<file path="src/rtl/rr_arb_pkg.sv">
// Shared constants for the four-way round-robin arbiter: requester count,
// hold counter width and the controller state encoding.
package rr_arb_pkg;

    localparam int NREQ   = 4;
    localparam int HOLD_W = 8;

    localparam logic [1:0] IDLE  = 2'd0;
    localparam logic [1:0] GRANT = 2'd1;
    localparam logic [1:0] GAP   = 2'd2;

endpackage

</file>
<file path="src/rtl/rr_arbiter4_gnt_decode.sv">
// Turns the registered owner index into one-hot grant lines; all lines low
// when no grant is valid.
module gnt_decode
    import rr_arb_pkg::*;
(
    input  logic [1:0]      idx,
    input  logic            en,
    output logic [NREQ-1:0] onehot
);

    always_comb begin
        onehot = '0;
        if (en) begin
            onehot[idx] = 1'b1;
        end
    end

endmodule

</file>
<file path="src/rtl/rr_arbiter4.sv">
// Round-robin arbiter for four requesters with a hold limit under contention
// and a one-cycle turnaround gap after every grant.
module rr_arbiter4
    import rr_arb_pkg::*;
#(
    parameter int HOLD_MAX = 16
) (
    input  logic            clk,
    input  logic            rst,
    input  logic [NREQ-1:0] req,
    output logic [NREQ-1:0] gnt,
    output logic [1:0]      gnt_idx,
    output logic            gnt_valid,
    output logic            forced
);

    localparam logic [HOLD_W-1:0] HOLD_LIMIT = HOLD_W'(HOLD_MAX);
    localparam logic [HOLD_W-1:0] HOLD_LAST  = HOLD_W'(HOLD_MAX - 1);

    logic [1:0]        state_q, state_d;
    logic [1:0]        ptr_q, ptr_d;
    logic [1:0]        gnt_idx_q, gnt_idx_d;
    logic              gnt_valid_q, gnt_valid_d;
    logic              forced_q, forced_d;
    logic [HOLD_W-1:0] hold_cnt_q, hold_cnt_d;
    logic [1:0]        winner;
    logic              others_waiting;

    // Scan downwards so the requester closest to ptr overwrites the others.
    function automatic logic [1:0] rr_pick(input logic [1:0] ptr,
                                           input logic [NREQ-1:0] r);
        logic [1:0] idx;
        rr_pick = ptr;
        for (int i = NREQ - 1; i >= 0; i--) begin
            idx = ptr + 2'(i);
            if (r[idx]) begin
                rr_pick = idx;
            end
        end
    endfunction

    assign winner         = rr_pick(ptr_q, req);
    assign others_waiting = |(req & ~(NREQ'(1) << gnt_idx_q));

    // ptr moves past the owner on release, so the gap cycle already
    // arbitrates with the owner at the lowest priority.
    always_comb begin
        state_d     = state_q;
        ptr_d       = ptr_q;
        gnt_idx_d   = gnt_idx_q;
        gnt_valid_d = gnt_valid_q;
        forced_d    = 1'b0;
        hold_cnt_d  = hold_cnt_q;
        case (state_q)
            IDLE: begin
                if (|req) begin
                    state_d     = GRANT;
                    gnt_idx_d   = winner;
                    gnt_valid_d = 1'b1;
                    hold_cnt_d  = '0;
                end
            end
            GRANT: begin
                if (hold_cnt_q != HOLD_LIMIT) begin
                    hold_cnt_d = hold_cnt_q + 1'b1;
                end
                if (!req[gnt_idx_q]) begin
                    state_d     = GAP;
                    gnt_valid_d = 1'b0;
                    ptr_d       = gnt_idx_q + 2'd1;
                end else if ((hold_cnt_q == HOLD_LAST) && others_waiting) begin
                    state_d     = GAP;
                    gnt_valid_d = 1'b0;
                    ptr_d       = gnt_idx_q + 2'd1;
                    forced_d    = 1'b1;
                end
            end
            GAP: begin
                if (|req) begin
                    state_d     = GRANT;
                    gnt_idx_d   = winner;
                    gnt_valid_d = 1'b1;
                    hold_cnt_d  = '0;
                end else begin
                    state_d = IDLE;
                end
            end
            default: begin
                state_d     = IDLE;
                gnt_valid_d = 1'b0;
            end
        endcase
    end

    always_ff @(posedge clk) begin
        if (rst) begin
            state_q     <= IDLE;
            ptr_q       <= '0;
            gnt_idx_q   <= '0;
            gnt_valid_q <= 1'b0;
            forced_q    <= 1'b0;
            hold_cnt_q  <= '0;
        end else begin
            state_q     <= state_d;
            ptr_q       <= ptr_d;
            gnt_idx_q   <= gnt_idx_d;
            gnt_valid_q <= gnt_valid_d;
            forced_q    <= forced_d;
            hold_cnt_q  <= hold_cnt_d;
        end
    end

    gnt_decode u_gnt_decode (
        .idx    (gnt_idx_q),
        .en     (gnt_valid_q),
        .onehot (gnt)
    );

    assign gnt_idx   = gnt_idx_q;
    assign gnt_valid = gnt_valid_q;
    assign forced    = forced_q;

endmodule

</file>
<file path="config.mk">
export PLATFORM = sky130hd
export DESIGN_NAME = rr_arbiter4
export DESIGN_NICKNAME = d
export VERILOG_FILES = /design/src/rtl/rr_arb_pkg.sv /design/src/rtl/rr_arbiter4_gnt_decode.sv /design/src/rtl/rr_arbiter4.sv
export SDC_FILE = /design/constraint.sdc
export NUM_CORES = 1
export LEC_CHECK = 0
export ABC_AREA = 1
export BUFFER_PORTS_ARGS = -buffer_cell sky130_fd_sc_hd__buf_2
export CAP_MARGIN = 20
export CORE_MARGIN = 2
export CORE_UTILIZATION = 43
export DETAILED_ROUTE_END_ITERATION = 10
export GPL_TIMING_DRIVEN = 0
export PLACE_DENSITY = 0.69
export SLEW_MARGIN = 0
export SYNTH_ARGS = -nofsm -noshare
export SYNTH_HDL_FRONTEND = slang
export SYNTH_HIERARCHICAL = 1
export SYNTH_SLANG_ARGS = --single-unit
</file>
<file path="constraint.sdc">
create_clock -name clk -period 1.76 [get_ports clk]
set_input_delay 0.264 -clock clk [delete_from_list [all_inputs] [get_ports clk]]
set_output_delay 0.264 -clock clk [all_outputs]
set_load 0.1 [all_outputs]
</file>
Word-level counts from Yosys, hierarchy flattened. Index checks and enable logic that the tools add are counted. W data, S select, Z words.

Register bits after elaboration: 16.

Reduce and logical (&&, ||, !) cells: 13. Equal/unequal tests: 9. $lt $le $gt $ge: 6. Bitwise gates (word level): 4. Muxes and demuxes: 32. Add/sub/neg operators: 5. Shift-type cells: 1.

Operators with widths (number): $mux W2 (9); $mux W8 (2); $pmux W8 S2 (1); $lt A2 B3 Y1 const B (5); $mux W1 (11); $bmux W1 S2 (5); $add A8 B1 Y8 const B (1); $eq A8 B4 Y1 const B (1); $ne A8 B5 Y1 const B (1); $reduce_and A2 Y1 (4); $reduce_or A4 Y1 (2); $pmux W2 S3 (1); $add A2 B1 Y2 const B (2); $add A2 B2 Y2 const B (2); $and A4 B4 Y4 (1); $mux W4 (1); $ne A2 B1 Y1 const B (2); $ne A2 B2 Y1 const B (2); $not A4 Y4 (1); $shl A1 B2 Y4 const A (1); $ne A3 B3 Y1 const B (1); $reduce_and A3 Y1 (1); $reduce_or A3 Y1 (1); $demux W1 S2 (1); 9 further kinds (11).

Logic depth before layout (Yosys ltp).
Depth in word-level cells: 8. Mapped depth: 12. Mapped depth without buffers: 11.

Hierarchy. Netlist, hierarchy kept.

By module, submodules not included: rr_arbiter4 (instances 1, cells each 178, area each 1162.4 um2); gnt_decode (instances 1, cells each 8, area each 30.0 um2).

Worst setup path before layout. OpenSTA, ideal clock, no wires.

Kind: reg-to-output. Start: register gnt_idx_q[0] (netlist: gnt_idx[0]). End: output gnt[1]. Cell stages (with the launch flop): 3. Buffers on the path: 0. Path slack: -1004 ps. Arrival: 2500 ps. Data required time: 1496 ps. Path through: dfxtp_1 nand2_1 nor2_1.

Word-level cells in the longest chain between the ends: 5. Elaborated cells between the ends (all ways): 6. Classes of those cells: order compare (2); mux (3); reduce/logical (1).

Ends and longest elaborated chain: start, declared (RTL line rr_arbiter4.sv:22) `logic [1:0] gnt_idx_q, gnt_idx_d;`; start signal, assigned (RTL line rr_arbiter4.sv:106) `gnt_idx_q <= gnt_idx_d;`; $lt A2 B3 Y1 (implied by the code) or $ge A2 B1 Y1 (tied branches) (RTL line rr_arbiter4_gnt_decode.sv:14) `onehot[idx] = 1'b1;`; $logic_and A1 B1 Y1 (implied by the code) (RTL line rr_arbiter4_gnt_decode.sv:14); $mux W1 (implied by the code) (RTL line rr_arbiter4_gnt_decode.sv:14); $demux W1 S2 (*); $mux W4 (*) (RTL line rr_arbiter4_gnt_decode.sv:13) `if (en) begin`; end, declared (RTL line rr_arbiter4.sv:11) `output logic [NREQ-1:0] gnt,`.

Every way passes the cells marked *; elsewhere a longest branch is shown, timed or not.

Worst setup path after layout.
Start: register gnt_idx_q[0] (netlist: gnt_idx[0]). End: output gnt[3].

Same word-level chain as after synthesis.

==> flow_summary.yaml <==
floorplanning:
  die_area_sq_mm: 0.00321
  die_w_um: 56.7
  coreArea_sq_mm: 0.00269
  die_h_um: 56.7
  start_util: 0.444
  io_pins: 14
  row_count: 19
min_path:
  hold_path_class: "input pin to register"
  hp-start: "rst"
  min_path_cells: 2
  min_to: "forced$_SDFF_PP0_"
grt:
  grt_remaining_overflow: 0
  track_usage: 0.178
  grt_pass1_wl_mm: 4.57
  grt_max_degree: 11
  grt_pass1_vias: 1100
  antenna_found_initial: 0
clocking:
  clkSinkCount: 16
  h-tree-depth: 1
  root_buffer: "clkbuf_4"
  insertion_delay_ns: 0.30
  cts_setup_buffers: 0
  clk_path_buf_depth: 2
  cts_buffers: 3
  cts_tree: "done"
  cts_resized: 0
  postCtsHoldBufs: 0
  clk_pin_slew_ns: 0.11
timing:
  setup-violations-final: 0
  rsz0062_at_grt: "no"
  period_share: 0.938
  min_period_ns: 1.65
  slew_violations: 0
  hold_ws_ns: 0.171
  tns_ns: 0
  relSlewSlack: 0.619
  hold_violations: 0
  worstMarginPinSlew_ns: 0.572
  fin_skew_ns: 0.0103
  max_freq_mhz: 606
power:
  power_frac_comb: 0.427
  power_frac_clock: 0.189
  swShare: 0.460
  p_per_area_mw_per_mm2: 818
  seqPwrFrac: 0.384
  peakVddDrop_uv: 584
  p_leak_nw: 0.638
  p_int_uw: 602
  p_sw_uw: 512
logic_synthesis:
  ys_ff_latch: 16
  syn-num-nets: 198
  seq_area_frac_synth: 0.269
  yosysMostFrequentCell: "nand2_1"
  postSynthCellCount: 186
  synth.area.top_cells: "dfxtp_1 27%, nand2_1 18%, nand3_1 9.2%, inv_1 6.6%, ha_1 6.3%"
  synth_warnings: 6
  synthFlopType: "dfxtp_1"
  postSynthAreaPerCell_sq_um: 6.41
  synth_area_sq_mm: 0.00119
  synth_commonest_cells: "56 x nand2_1, 22 x nand3_1, 21 x inv_1, 16 x dfxtp_1, 13 x nor2_1"
  synth_cell_types: 26
  yosysTopAreaCell: "dfxtp_1"
  synthArstFlopShare: 0
  synth_edf_count: 0
  synth_top_area_frac: 0.269
setup_path:
  worst_r2r_startpoint: "gnt_idx[1]$_SDFFE_PP0P_"
  worstPathRequired_ns: 1.50
  cp-end-kind: "output pin"
  rrSetupSlack_ns: 0.21
  worst-setup-path-type: "register to output pin"
  r2r-end: "ptr_q[0]$_SDFFE_PP0P_"
  critPathLaunchType: "register"
  critPathMaxFanout: 9
  crit_slowest_cell: "buf_2"
  crit_arrival_ns: 1.39
  rr_worst_depth: 9
  slowest_delay_ns: 0.42
  path_cells: "nand2_1 > nor2_4 > buf_2"
run:
  cap_violations: 0
finish:
  nets: 216
  fillCellCount: 266
  seqCellArea_sq_um: 329
  synthToLayoutAreaGrowth_pct: 14.2
  drive_above_1_share: 0.261
  diodes: 0
  multi_input_area_sq_um: 757
detailed_routing:
  totalWireLength_mm: 2.57
  drt_iter0_drc: 38
  drtPass1Iterations: 4
  drc_errors: 0
  drtAntennaViolNets: 0
  via_per_inst: 5.11
  num_vias: 1195
  wl_per_cell_um: 11.0
outcome:
  status: "finished, final reports clean"
place:
  portBuffers: 13
  dp_hpwl_mm: 2.02
  place_congestion: 0.866
layout by cell type (no fill, tap or decap), types with 2 or more instances in the layout:
cell and instances:
nand3_1 22, dfxtp_4 2, nor2_2 2, nor3_1 2, dfxtp_1 13, o21ai_2 2, clkbuf_4 3, nand4_1 6
buf_6 2, buf_2 13, a21oi_2 4, nor2_1 9, ha_1 6, nand2_2 10, nor2_4 4, inv_1 21
a21oi_1 7, nand2_1 56, inv_2 5, inv_4 2
per-stage QoR:
stage	total power [mW]	std cells	worst slack, ns	cell area, sq um	utilization
finish	1.11	234	0.110	1360	0.507
detailed placement	0.913	230	0.215	1340	0.497
floorplan	0.826	186	0.0631	1230	-
global route	1.19	234	0.0403	1360	0.507
global placement	0.901	230	0.239	1340	0.497
CTS	1.12	234	0.0988	1360	0.507
flip-flops by register name, indices dropped and copies added, names as in the netlist:
signal      flops
hold_cnt_q      8
gnt_valid       1
state_q         2
gnt_idx         2
forced          1
ptr_q           2
logic make-up after synthesis:
logic type                 after synthesis  synth area share
DFF                                     16             0.269
adders and majority gates                6            0.0630
buffers and inverters                   32             0.122
xor gates and xnor gates                 1           0.00735
and+or+nand+nor                        115             0.449
AOI/OAI and AO/OA                       16            0.0902
worst max-delay path, delay by kind of cell (launching register included):
kind	cells	cell delay, ns
buffers and inverters	1	0.42
flip-flops	1	0.41
AND/OR/NAND/NOR	2	0.26
metal layers:
metal	global-route usage	share of wire	vias up
li1	-	-	624
met1	0.217	0.46	544
met2	0.302	0.48	23
met3	0.0530	0.040	4
met4	0.0510	0.015	0
met5	0	0	-
area by class of cell:
| class | instances | share of cell area |
|---|---|---|
| inverters | 29 | 0.0873 |
| repair buffers | 13 | 0.0478 |
| multi-input cells | 138 | 0.556 |
| flip-flops and latches | 16 | 0.242 |
| well taps | 31 | 0.0285 |
| clock inverters | 1 | 0.00276 |
| plain buffers | 3 | 0.0193 |
| clock buffers | 3 | 0.0165 |
power groups by stage:
stage          Combinational [mW]  Sequential [mW]  Clock [mW]
2_1_floorplan               0.321            0.505           0
3_3_place_gp                0.466            0.435           0
3_5_place_dp                0.475            0.437           0
4_1_cts                     0.477            0.429       0.218
5_1_grt                     0.526            0.434       0.233
6_report                    0.476            0.428       0.210
how the worst max path moves through the flow:
stage	end	depth (start not counted)	start
6_report	gnt[3]	3	gnt_idx[0]$_SDFFE_PP0P_
5_1_grt	gnt[0]	4	gnt_idx[0]$_SDFFE_PP0P_
4_1_cts	gnt[3]	3	gnt_idx[0]$_SDFFE_PP0P_
3_5_place_dp	ptr_q[0]$_SDFFE_PP0P_	9	gnt_idx[1]$_SDFFE_PP0P_
3_3_place_gp	ptr_q[0]$_SDFFE_PP0P_	9	gnt_idx[1]$_SDFFE_PP0P_
2_1_floorplan	gnt[3]	2	gnt_valid$_SDFFE_PP0P_
(Power assumes the default switching activity.)
